===== src/rtl/alarm_trigger_fsm_pkg.sv =====
// Shared types and constants for the alarm trigger block: state encodings,
// BCD digit width and the timer width helper.
package alarm_trigger_fsm_pkg;

    localparam int BCD_W = 4;

    typedef enum logic [1:0] {
        ST_IDLE   = 2'd0,
        ST_RING   = 2'd1,
        ST_SNOOZE = 2'd2
    } state_t;

    // A one-second timer for N seconds needs to hold 0..N-1; keep at least one bit.
    function automatic int cnt_width(input int n);
        return (n > 1) ? $clog2(n) : 1;
    endfunction

endpackage


===== src/rtl/alarm_trigger_fsm_if.sv =====
// Bundle of time/alarm digits, user controls and buzzer/status outputs
// between the counters, buttons and the alarm trigger FSM.
interface alarm_trigger_fsm_if;

    logic sec_tick;
    logic alarm_en;
    logic snooze;
    logic dismiss;

    logic [alarm_trigger_fsm_pkg::BCD_W-1:0] t_hh, t_hl, t_mh, t_ml, t_sh, t_sl;
    logic [alarm_trigger_fsm_pkg::BCD_W-1:0] a_hh, a_hl, a_mh, a_ml, a_sh, a_sl;

    logic       buzz;
    logic       ringing;
    logic       snoozing;
    logic [2:0] snooze_cnt;

    modport master (
        output sec_tick, alarm_en, snooze, dismiss,
        output t_hh, t_hl, t_mh, t_ml, t_sh, t_sl,
        output a_hh, a_hl, a_mh, a_ml, a_sh, a_sl,
        input  buzz, ringing, snoozing, snooze_cnt
    );

    modport slave (
        input  sec_tick, alarm_en, snooze, dismiss,
        input  t_hh, t_hl, t_mh, t_ml, t_sh, t_sl,
        input  a_hh, a_hl, a_mh, a_ml, a_sh, a_sl,
        output buzz, ringing, snoozing, snooze_cnt
    );

endinterface


===== src/rtl/alarm_trigger_fsm_sec_timer.sv =====
// Seconds timer: counts qualified ticks while not cleared and flags the tick
// that completes N seconds.
module alarm_sec_timer
    import alarm_trigger_fsm_pkg::*;
#(
    parameter int N = 60
) (
    input  logic clk,
    input  logic reset,
    input  logic clr,
    input  logic tick,
    output logic done
);

    localparam int W = cnt_width(N);
    localparam logic [W-1:0] LAST = W'(N - 1);

    logic [W-1:0] count;

    assign done = tick & (count == LAST);

    always_ff @(posedge clk) begin
        if (reset || clr) begin
            count <= '0;
        end else if (tick) begin
            count <= done ? '0 : count + 1'b1;
        end
    end

endmodule


===== src/rtl/alarm_trigger_fsm.sv =====
// Alarm trigger: detects time==alarm, rings, snoozes, dismisses and times out.
// Build option ALARM_BEEP_EN gates the buzzer 1 s on / 1 s off while ringing.
module alarm_trigger_fsm
    import alarm_trigger_fsm_pkg::*;
#(
    parameter int RING_SECS   = 60,
    parameter int SNOOZE_SECS = 300,
    parameter int MAX_SNOOZE  = 3
) (
    input  logic                clk,
    input  logic                reset,
    alarm_trigger_fsm_if.slave  bus
);

`ifdef ALARM_BEEP_EN
    localparam bit BEEP = 1'b1;
`else
    localparam bit BEEP = 1'b0;
`endif

    state_t     state;
    logic       match;
    logic       match_q;
    logic       match_rise;
    logic       abort;
    logic       take_snooze;
    logic       ring_tick;
    logic       snz_tick;
    logic       ring_done;
    logic       snz_done;
    logic       beep_ph;
    logic       ringing;
    logic       snoozing;
    logic       buzz;
    logic [2:0] snooze_cnt;

    assign match = (bus.t_hh == bus.a_hh) && (bus.t_hl == bus.a_hl) &&
                   (bus.t_mh == bus.a_mh) && (bus.t_ml == bus.a_ml) &&
                   (bus.t_sh == bus.a_sh) && (bus.t_sl == bus.a_sl);
    assign match_rise = match & ~match_q;

    // Event priority: disarm/dismiss beat snooze, and a taken snooze swallows the same-cycle tick.
    assign abort       = ~bus.alarm_en | bus.dismiss;
    assign take_snooze = (state == ST_RING) & ~abort & bus.snooze & (snooze_cnt < 3'(MAX_SNOOZE));
    assign ring_tick   = (state == ST_RING) & ~abort & ~take_snooze & bus.sec_tick;
    assign snz_tick    = (state == ST_SNOOZE) & ~abort & bus.sec_tick;

    alarm_sec_timer #(.N(RING_SECS)) u_ring_timer (
        .clk   (clk),
        .reset (reset),
        .clr   (state != ST_RING),
        .tick  (ring_tick),
        .done  (ring_done)
    );

    alarm_sec_timer #(.N(SNOOZE_SECS)) u_snooze_timer (
        .clk   (clk),
        .reset (reset),
        .clr   (state != ST_SNOOZE),
        .tick  (snz_tick),
        .done  (snz_done)
    );

    always_ff @(posedge clk) begin
        if (reset) begin
            state      <= ST_IDLE;
            match_q    <= 1'b0;
            ringing    <= 1'b0;
            snoozing   <= 1'b0;
            buzz       <= 1'b0;
            beep_ph    <= 1'b0;
            snooze_cnt <= '0;
        end else begin
            match_q <= match;
            case (state)
                ST_IDLE: begin
                    if (bus.alarm_en && match_rise) begin
                        state      <= ST_RING;
                        ringing    <= 1'b1;
                        buzz       <= 1'b1;
                        beep_ph    <= 1'b1;
                        snooze_cnt <= '0;
                    end
                end
                ST_RING: begin
                    if (abort || ring_done) begin
                        state      <= ST_IDLE;
                        ringing    <= 1'b0;
                        buzz       <= 1'b0;
                        snooze_cnt <= '0;
                    end else if (take_snooze) begin
                        state      <= ST_SNOOZE;
                        ringing    <= 1'b0;
                        snoozing   <= 1'b1;
                        buzz       <= 1'b0;
                        snooze_cnt <= snooze_cnt + 3'd1;
                    end else if (ring_tick) begin
                        beep_ph <= ~beep_ph;
                        buzz    <= BEEP ? ~beep_ph : 1'b1;
                    end
                end
                ST_SNOOZE: begin
                    if (abort) begin
                        state      <= ST_IDLE;
                        snoozing   <= 1'b0;
                        snooze_cnt <= '0;
                    end else if (snz_done) begin
                        state    <= ST_RING;
                        snoozing <= 1'b0;
                        ringing  <= 1'b1;
                        buzz     <= 1'b1;
                        beep_ph  <= 1'b1;
                    end
                end
                default: begin
                    state      <= ST_IDLE;
                    ringing    <= 1'b0;
                    snoozing   <= 1'b0;
                    buzz       <= 1'b0;
                    snooze_cnt <= '0;
                end
            endcase
        end
    end

    assign bus.ringing    = ringing;
    assign bus.snoozing   = snoozing;
    assign bus.buzz       = buzz;
    assign bus.snooze_cnt = snooze_cnt;

endmodule


===== src/flat_wrapper.sv =====
// flat-port wrapper written by rule: the top's interface ports become plain ports
module alarm_trigger_fsm_flat import alarm_trigger_fsm_pkg::*;
#(
    parameter int RING_SECS   = 60,
    parameter int SNOOZE_SECS = 300,
    parameter int MAX_SNOOZE  = 3
)
  (clk, reset, bus_sec_tick, bus_alarm_en, bus_snooze, bus_dismiss, bus_t_hh, bus_t_hl, bus_t_mh, bus_t_ml, bus_t_sh, bus_t_sl, bus_a_hh, bus_a_hl, bus_a_mh, bus_a_ml, bus_a_sh, bus_a_sl, bus_buzz, bus_ringing, bus_snoozing, bus_snooze_cnt);
  alarm_trigger_fsm_if bus_i ();
  input  logic clk;
  input  logic reset;
  input wire logic [$bits(bus_i.sec_tick)-1:0] bus_sec_tick;
  input wire logic [$bits(bus_i.alarm_en)-1:0] bus_alarm_en;
  input wire logic [$bits(bus_i.snooze)-1:0] bus_snooze;
  input wire logic [$bits(bus_i.dismiss)-1:0] bus_dismiss;
  input wire logic [$bits(bus_i.t_hh)-1:0] bus_t_hh;
  input wire logic [$bits(bus_i.t_hl)-1:0] bus_t_hl;
  input wire logic [$bits(bus_i.t_mh)-1:0] bus_t_mh;
  input wire logic [$bits(bus_i.t_ml)-1:0] bus_t_ml;
  input wire logic [$bits(bus_i.t_sh)-1:0] bus_t_sh;
  input wire logic [$bits(bus_i.t_sl)-1:0] bus_t_sl;
  input wire logic [$bits(bus_i.a_hh)-1:0] bus_a_hh;
  input wire logic [$bits(bus_i.a_hl)-1:0] bus_a_hl;
  input wire logic [$bits(bus_i.a_mh)-1:0] bus_a_mh;
  input wire logic [$bits(bus_i.a_ml)-1:0] bus_a_ml;
  input wire logic [$bits(bus_i.a_sh)-1:0] bus_a_sh;
  input wire logic [$bits(bus_i.a_sl)-1:0] bus_a_sl;
  output wire logic [$bits(bus_i.buzz)-1:0] bus_buzz;
  output wire logic [$bits(bus_i.ringing)-1:0] bus_ringing;
  output wire logic [$bits(bus_i.snoozing)-1:0] bus_snoozing;
  output wire logic [$bits(bus_i.snooze_cnt)-1:0] bus_snooze_cnt;
  assign bus_i.sec_tick = bus_sec_tick;
  assign bus_i.alarm_en = bus_alarm_en;
  assign bus_i.snooze = bus_snooze;
  assign bus_i.dismiss = bus_dismiss;
  assign bus_i.t_hh = bus_t_hh;
  assign bus_i.t_hl = bus_t_hl;
  assign bus_i.t_mh = bus_t_mh;
  assign bus_i.t_ml = bus_t_ml;
  assign bus_i.t_sh = bus_t_sh;
  assign bus_i.t_sl = bus_t_sl;
  assign bus_i.a_hh = bus_a_hh;
  assign bus_i.a_hl = bus_a_hl;
  assign bus_i.a_mh = bus_a_mh;
  assign bus_i.a_ml = bus_a_ml;
  assign bus_i.a_sh = bus_a_sh;
  assign bus_i.a_sl = bus_a_sl;
  assign bus_buzz = bus_i.buzz;
  assign bus_ringing = bus_i.ringing;
  assign bus_snoozing = bus_i.snoozing;
  assign bus_snooze_cnt = bus_i.snooze_cnt;
  alarm_trigger_fsm #(.RING_SECS(RING_SECS), .SNOOZE_SECS(SNOOZE_SECS), .MAX_SNOOZE(MAX_SNOOZE)) u_core (.clk(clk), .reset(reset), .bus(bus_i));
endmodule

===== config.mk =====
export PLATFORM = sky130hd
export DESIGN_NAME = alarm_trigger_fsm_flat
export DESIGN_NICKNAME = d
export VERILOG_FILES = /design/src/rtl/alarm_trigger_fsm_pkg.sv /design/src/rtl/alarm_trigger_fsm_if.sv /design/src/rtl/alarm_trigger_fsm_sec_timer.sv /design/src/rtl/alarm_trigger_fsm.sv /design/src/flat_wrapper.sv
export SDC_FILE = /design/constraint.sdc
export NUM_CORES = 1
export LEC_CHECK = 0
export ABC_AREA = 1
export CORE_UTILIZATION = 45
export DETAILED_ROUTE_END_ITERATION = 10
export GPL_TIMING_DRIVEN = 0
export PLACE_DENSITY = 0.8
export SYNTH_ARGS = -nofsm -noshare
export SYNTH_HDL_FRONTEND = slang
export SYNTH_SLANG_ARGS = --single-unit
export TNS_END_PERCENT = 30

===== constraint.sdc =====
create_clock -name clk -period 1.81 [get_ports clk]
set_clock_uncertainty 0.05 [all_clocks]
set_input_delay 0.181 -clock clk [delete_from_list [all_inputs] [get_ports clk]]
set_output_delay 0.181 -clock clk [all_outputs]
set_load 0.02 [all_outputs]

==> impl_metrics.json, run 1 <==
{
  "status": "complete, no violations",
  "cts.repair.resized": 0,
  "hold_class": "reg -> reg",
  "layout.nets": 364,
  "cts_buffer_depth": 2,
  "synthesis.area_mm2": 0.00171,
  "routed_wire_length_per_instance_um": 10.7,
  "number_of_levels_the_h_tree_was_split_into": 1,
  "cts_tree": "built",
  "worst_path_max_delay_cell": "sky130_fd_sc_hd__clkdlybuf4s50_1",
  "library_cell_with_the_highest_instance_count_after_synthesis": "sky130_fd_sc_hd__nand2_1",
  "cts_inserted_buffers": 3,
  "layout-area-overhead-vs-synth_pct": 41.2,
  "groute.usage.overall": 0.198,
  "final-hold-violation-count": 0,
  "hold_buffers": 0,
  "power.share.clock": 0.290,
  "first_global_vias": 1536,
  "worst_setup_path_type": "in -> reg",
  "num_antenna_cells": 0,
  "power_mw": 1.29,
  "place_hpwl_mm": 3.10,
  "power_report.internal_total_uw": 942,
  "place.port_buffers": 59,
  "timing_worst_slew_pin_value_ns": 0.318,
  "totalWireLength_mm": 3.77,
  "die_h_um": 63.7,
  "synth-edff-count": 0,
  "grt-ovfl-total": 0,
  "design.core.area_mm2": 0.00366,
  "reg_area_um2": 480,
  "floorplan.die_area_mm2": 0.00405,
  "cts.sinks": 24,
  "tightest_slew_margin_relative_to_the_limit": 0.787,
  "seqPwrFrac": 0.439,
  "remaining_drc_errors": 0,
  "place_congestion": 0.770,
  "timing.critical_path.fanout_max": 10,
  "fillerInstances": 331,
  "combinationalPowerShare": 0.271,
  "postSynthNetCount": 300,
  "postSynthCellCount": 243,
  "ys.flop_type": "sky130_fd_sc_hd__dfxtp_1",
  "drive_above_1_share": 0.111,
  "switching_power_uw": 352,
  "start_kind": "primary input",
  "power.share.switching": 0.272,
  "post_cts_buffers": 0,
  "maximum_vdd_drop_uv": 492,
  "path_clk_slew_ns": 0.09,
  "ys_warn_count": 0,
  "crit_path_cell_trace": "clkdlybuf4s50_1, xnor2_1, nand2_1, nor2_1, nand2_1, nor2_1, nand3_1, nand2_1, nand3_1, nand2_1, nor2_1",
  "multi_input_comb_area_mm2": 0.00108,
  "power.static_leakage_nw": 0.942,
  "grt_setup_unrepaired": "false",
  "via_count": 1688,
  "placedCellCount": 350,
  "grt_max_degree": 14,
  "synth.ff_latch_count": 24,
  "clock_latency_on_the_worst_skew_pair_ns": 0.28,
  "num_rows": 22,
  "achievable_frequency_mhz": 616,
  "final.period_utilization": 0.897,
  "grt_pass1_wl_mm": 6.42,
  "dominant_cells_by_area_after_synthesis": "sky130_fd_sc_hd__dfxtp_1 28%, sky130_fd_sc_hd__nand2_1 11%, sky130_fd_sc_hd__xnor2_1 9.2%",
  "fin_crit_period_ns": 1.62,
  "synth.lib_cells_used.distinct": 31,
  "sequential_fraction_of_the_synthesis_area": 0.281,
  "drt_pre_antenna_iters": 4,
  "synthTopCellsByCount": "49 x sky130_fd_sc_hd__nand2_1, 36 x sky130_fd_sc_hd__inv_1, 26 x sky130_fd_sc_hd__nor2_1",
  "cp.required_ns": 1.93,
  "floorplan.initialDensity": 0.468,
  "synth_top_cell_by_area": "sky130_fd_sc_hd__dfxtp_1",
  "power.density_cell_area_mw_per_mm2": 535,
  "vias_per_cell": 4.77,
  "finalSetupViolations": 0,
  "fin_cells": 354,
  "detail_route.iter0.violations": 50,
  "die_x_um": 63.7,
  "report.final.slew_viol_count": 0,
  "num_io_pins": 60,
  "asyncSetResetFlopFracSynth": 0,
  "reg2reg_slack_ns": 0.20,
  "cap_viol_max_count": 0,
  "drtAntennaViolNets": 0,
  "crit_top_cell": "sky130_fd_sc_hd__nand2_1",
  "critical_path.endpoint_type": "register",
  "ctsRootBufferMaster": "sky130_fd_sc_hd__clkbuf_8",
  "cp_slowest_stage_delay_ns": 0.47,
  "average_size_of_a_mapped_cell_um2": 7.04,
  "antenna_found_initial": 0,
  "synth_largest_type_area_fraction": 0.281,
  "cp_data_arrival_time_ns": 1.75
}
[power by group through the flow]
| stage | Combinational [mW] | Sequential, mW | Clock [mW] |
|---|---|---|---|
| after floorplan | 0.149 | 0.596 | 0 |
| after global placement | 0.345 | 0.578 | 0 |
| after detailed placement | 0.351 | 0.580 | 0 |
| final | 0.351 | 0.567 | 0.375 |
| after CTS | 0.353 | 0.568 | 0.382 |
| after global routing | 0.383 | 0.571 | 0.398 |
[sequential cells by signal (all words and copies together) (netlist names)]
| name | count |
|---|---|
| u_core.u_ring_timer.count | 6 |
| u_core.bus.buzz | 1 |
| u_core.bus.ringing | 1 |
| u_core.bus.snooze_cnt | 3 |
| u_core.state | 2 |
| u_core.match_q | 1 |
| u_core.bus.snoozing | 1 |
| u_core.u_snooze_timer.count | 9 |
[per-layer routing]
metal | GRT usage | up-vias | routed length, um | share of wire
met5 | 0 | - | 0 | 0
met4 | 0.0710 | 0 | 44 | 0.012
met3 | 0.0344 | 5 | 154 | 0.041
met2 | 0.370 | 35 | 1910 | 0.51
met1 | 0.220 | 743 | 1660 | 0.44
li1 | - | 905 | - | -
[layout by cell type, fill, tap and decap left out, types with 2 or more instances in the layout]
cell / instances
sky130_fd_sc_hd__a21oi_1: 17
sky130_fd_sc_hd__clkbuf_8: 4
sky130_fd_sc_hd__clkdlybuf4s50_1: 59
sky130_fd_sc_hd__dfxtp_1: 24
sky130_fd_sc_hd__ha_1: 3
sky130_fd_sc_hd__inv_1: 36
sky130_fd_sc_hd__inv_2: 2
sky130_fd_sc_hd__nand2_1: 49
sky130_fd_sc_hd__nand2_2: 5
sky130_fd_sc_hd__nand2_4: 6
sky130_fd_sc_hd__nand3_1: 15
sky130_fd_sc_hd__nand4_1: 6
sky130_fd_sc_hd__nor2_1: 26
sky130_fd_sc_hd__nor2_2: 4
sky130_fd_sc_hd__nor2_4: 4
sky130_fd_sc_hd__nor3_1: 4
sky130_fd_sc_hd__nor3_2: 2
sky130_fd_sc_hd__o21ai_0: 7
sky130_fd_sc_hd__xnor2_1: 18
sky130_fd_sc_hd__xor2_1: 2
[per-stage QoR]
step            util  setup WS, ns  hold WS [ns]  setup TNS (ns)  instance area (um2)
5_1_grt        0.660       0.00675         0.440               0                 2420
3_3_place_gp   0.645       -0.0752         0.390          -0.484                 2360
4_1_cts        0.660         0.182         0.416               0                 2420
6_report       0.660         0.186         0.410               0                 2420
3_5_place_dp   0.645        -0.111         0.403          -0.747                 2360
2_1_floorplan      -         0.365         0.200               0                 1710
[worst max-delay path, delay by kind of cell]
family / cells / cell delay, ns
buffers and inverters: 1 / 0.47
and+or+nand+nor: 9 / 0.98
xor gates and xnor gates: 1 / 0.12
[kinds of logic after synthesis]
| family | count (synthesis) | share of synthesized area |
|---|---|---|
| xor gates and xnor gates | 20 | 0.102 |
| adders and majority gates | 3 | 0.0219 |
| buffers and inverters | 39 | 0.0885 |
| DFF | 24 | 0.281 |
| and+or+nand+nor | 126 | 0.390 |
| AOI/OAI and AO/OA | 31 | 0.117 |
[final timing paths]
kind | cells past startpoint | to | startpoint
max | 11 | u_core.bus.snooze_cnt[0] | bus_a_ml[3]
min | 1 | u_core.u_snooze_timer.count[8] | u_core.u_snooze_timer.count[8]
max reg2reg | 10 | u_core.bus.snooze_cnt[0] | u_core.state[1]
min reg2reg | 1 | u_core.u_snooze_timer.count[8] | u_core.u_snooze_timer.count[8]
[cell type report]
type	instances	area share
Inverter	39	0.0626
Sequential cell	24	0.199
Clock buffer	4	0.0228
Timing Repair Buffer	59	0.244
Tap cell	48	0.0248
Multi-Input combinational cell	180	0.447
(Power assumes the default switching activity.)
==> run 2, diff against run 1 <==
- clock period: 1.81 -> 1.84 ns (I/O delays scaled with it)
==> results of run 2 <==
Same layout as run 1 (identical final DEF). Status: complete, no violations.
Among the figures that moved: setup slack after placement -0.111 ns -> -0.0844 ns; setup slack after layout 0.186 ns -> 0.213 ns; register-to-register setup slack 0.20 ns -> 0.23 ns; total power 1.29 mW -> 1.27 mW; worst IR drop on VDD 492 uV -> 484 uV
==> run 3, diff against run 2 <==
- CORE_UTILIZATION: 45 -> 49
- PLACE_DENSITY: 0.8 -> 0.86
- clock period: 1.84 -> 1.9 ns (I/O delays scaled with it)
==> run 3 against run 2 <==
Die area fell by 7.9%. Global-route usage rose by 1.8 points. Non-clock buffer count did not move. Critical path type is now reg -> out.
==> impl_metrics.json, run 3 (same netlist as run 1, synthesis figures left out) <==
{
  "detailedPlace.worstSlack_ns": -0.0229,
  "grt-ovfl-total": 0,
  "count_of_buffer_and_inverter_cells_on_the_critical_path": 1,
  "remaining_drc_errors": 0,
  "cts_inserted_buffers": 3,
  "switching_power_uw": 320,
  "cts.sinks": 24,
  "routed_wire_length_per_instance_um": 11.2,
  "cts.repair.resized": 0,
  "cap_viol_max_count": 0,
  "num_rows": 21,
  "number_of_levels_the_h_tree_was_split_into": 1,
  "antenna_found_initial": 0,
  "met2_usage": 0.441,
  "cp_data_arrival_time_ns": 1.37,
  "combinationalPowerShare": 0.269,
  "achievable_frequency_mhz": 621,
  "largestRegisters": "u_core.u_snooze_timer.count (9), u_core.u_ring_timer.count (6), u_core.bus.snooze_cnt (3)",
  "via_count": 1685,
  "fin_crit_period_ns": 1.61,
  "final-hold-violation-count": 0,
  "place_hpwl_mm": 3.28,
  "grt_pass1_wl_mm": 6.03,
  "cts_tree": "built",
  "post_cts_buffers": 0,
  "cts_buffer_depth": 2,
  "maximum_vdd_drop_uv": 424,
  "layout-area-overhead-vs-synth_pct": 40.9,
  "worst_setup_path_type": "reg -> out",
  "crit_path_cell_trace": "clkdlybuf4s50_1",
  "report.final.slew_viol_count": 0,
  "vias_per_cell": 4.79,
  "final_common_cell": "sky130_fd_sc_hd__clkdlybuf4s50_1",
  "ctsRootBufferMaster": "sky130_fd_sc_hd__clkbuf_4",
  "multi_input_comb_area_mm2": 0.00108,
  "cp_slowest_stage_delay_ns": 0.63,
  "worst_path_max_delay_cell": "sky130_fd_sc_hd__clkdlybuf4s50_1",
  "power.static_leakage_nw": 0.941,
  "path_clk_slew_ns": 0.12,
  "power_mw": 1.25,
  "hold_buffers": 0,
  "met1_track_utilization_from_global_routing": 0.216,
  "fillerInstances": 282,
  "grt_max_degree": 15,
  "design_area_mm2": 0.00241,
  "drtAntennaViolNets": 0,
  "timing_worst_slew_pin_value_ns": 0.327,
  "start_kind": "register",
  "critical_path.endpoint_type": "output pin",
  "power.density_cell_area_mw_per_mm2": 516,
  "groute.usage.overall": 0.216,
  "num_io_pins": 60,
  "drive_above_1_share": 0.111,
  "num_antenna_cells": 0,
  "finalSetupViolations": 0,
  "place_congestion": 0.813,
  "grt_setup_unrepaired": "false",
  "drt_pre_antenna_iters": 4,
  "tightest_slew_margin_relative_to_the_limit": 0.781,
  "place.port_buffers": 59,
  "timing.critical_path.fanout_max": 4,
  "detail_route.iter0.violations": 38,
  "layout.nets": 364,
  "totalWireLength_mm": 3.95,
  "clock_latency_on_the_worst_skew_pair_ns": 0.32,
  "design.core.area_mm2": 0.00334,
  "max_flop_register": "u_core.u_snooze_timer.count",
  "gr-max-usage-layer": "met2",
  "summed_negative_setup_slack_over_all_endpoints_ns": 0,
  "postPlaceCellArea_mm2": 0.00236,
  "die_x_um": 61.1,
  "final_cell_mix": "59 x sky130_fd_sc_hd__clkdlybuf4s50_1, 49 x sky130_fd_sc_hd__nand2_1, 36 x sky130_fd_sc_hd__inv_1",
  "floorplan.die_area_mm2": 0.00373,
  "hold_class": "reg -> reg",
  "postLayoutSetupSlackWorst_ns": 0.290,
  "grt.met3_usage": 0.0399,
  "path_delay_family": "buffers and inverters",
  "power_report.internal_total_uw": 925,
  "seqPwrFrac": 0.434,
  "die_h_um": 61.1,
  "status": "complete, no violations",
  "power.share.clock": 0.297,
  "floorplan.initialDensity": 0.513,
  "reg_area_um2": 480,
  "largest_reg_flops": 9,
  "power.share.switching": 0.257,
  "first_global_vias": 1518,
  "cp.required_ns": 1.66,
  "final.period_utilization": 0.847
}
[run 3: cell count changes in the layout (fill, tap and decap cells not counted), sizes merged]
cell    delta
clkbuf     -1
bufinv     +1
[run 3: final timing paths]
| kind | endpoint | slack (ns) | startpoint | cells past startpoint |
|---|---|---|---|---|
| max | bus_snooze_cnt[2] | 0.29 | u_core.bus.snooze_cnt[2] | 1 |
| min | u_core.bus.ringing | 0.41 | u_core.bus.ringing | 2 |
| min reg2reg | u_core.bus.ringing | 0.41 | u_core.bus.ringing | 2 |
| max reg2reg | u_core.state[0] | 0.29 | u_core.u_snooze_timer.count[0] | 10 |
[run 3: final cells by class]
type,instances,share of cell area
inverter,39,0.0628
timing repair buffer,59,0.245
multi-input combinational,180,0.448
clock buffer,3,0.00934
tap,46,0.0239
sequential,24,0.199
clock inverter,1,0.0124
[run 3: per-stage QoR]
| step | hold WS [ns] | instances | utilization |
|---|---|---|---|
| CTS | 0.416 | 352 | 0.723 |
| floorplan | 0.209 | 243 | - |
| global placement | 0.390 | 348 | 0.707 |
| global route | 0.427 | 352 | 0.723 |
| detailed placement | 0.398 | 348 | 0.707 |
| finish | 0.411 | 352 | 0.723 |
[run 3: per-layer routing]
layer / part of all wire / vias up / wire length, um
met1: 0.40 / 752 / 1570
met3: 0.058 / 2 / 230
met2: 0.54 / 33 / 2120
met5: 0 / - / 0
li1: - / 898 / -
met4: 0.0058 / 0 / 23
[run 3: power by group through the flow]
stage	registers (mW)	clock network, mW	logic (mW)
3_5_place_dp	0.551	0	0.336
4_1_cts	0.540	0.378	0.338
2_1_floorplan	0.568	0	0.142
5_1_grt	0.543	0.393	0.367
6_report	0.540	0.370	0.335
3_3_place_gp	0.550	0	0.328
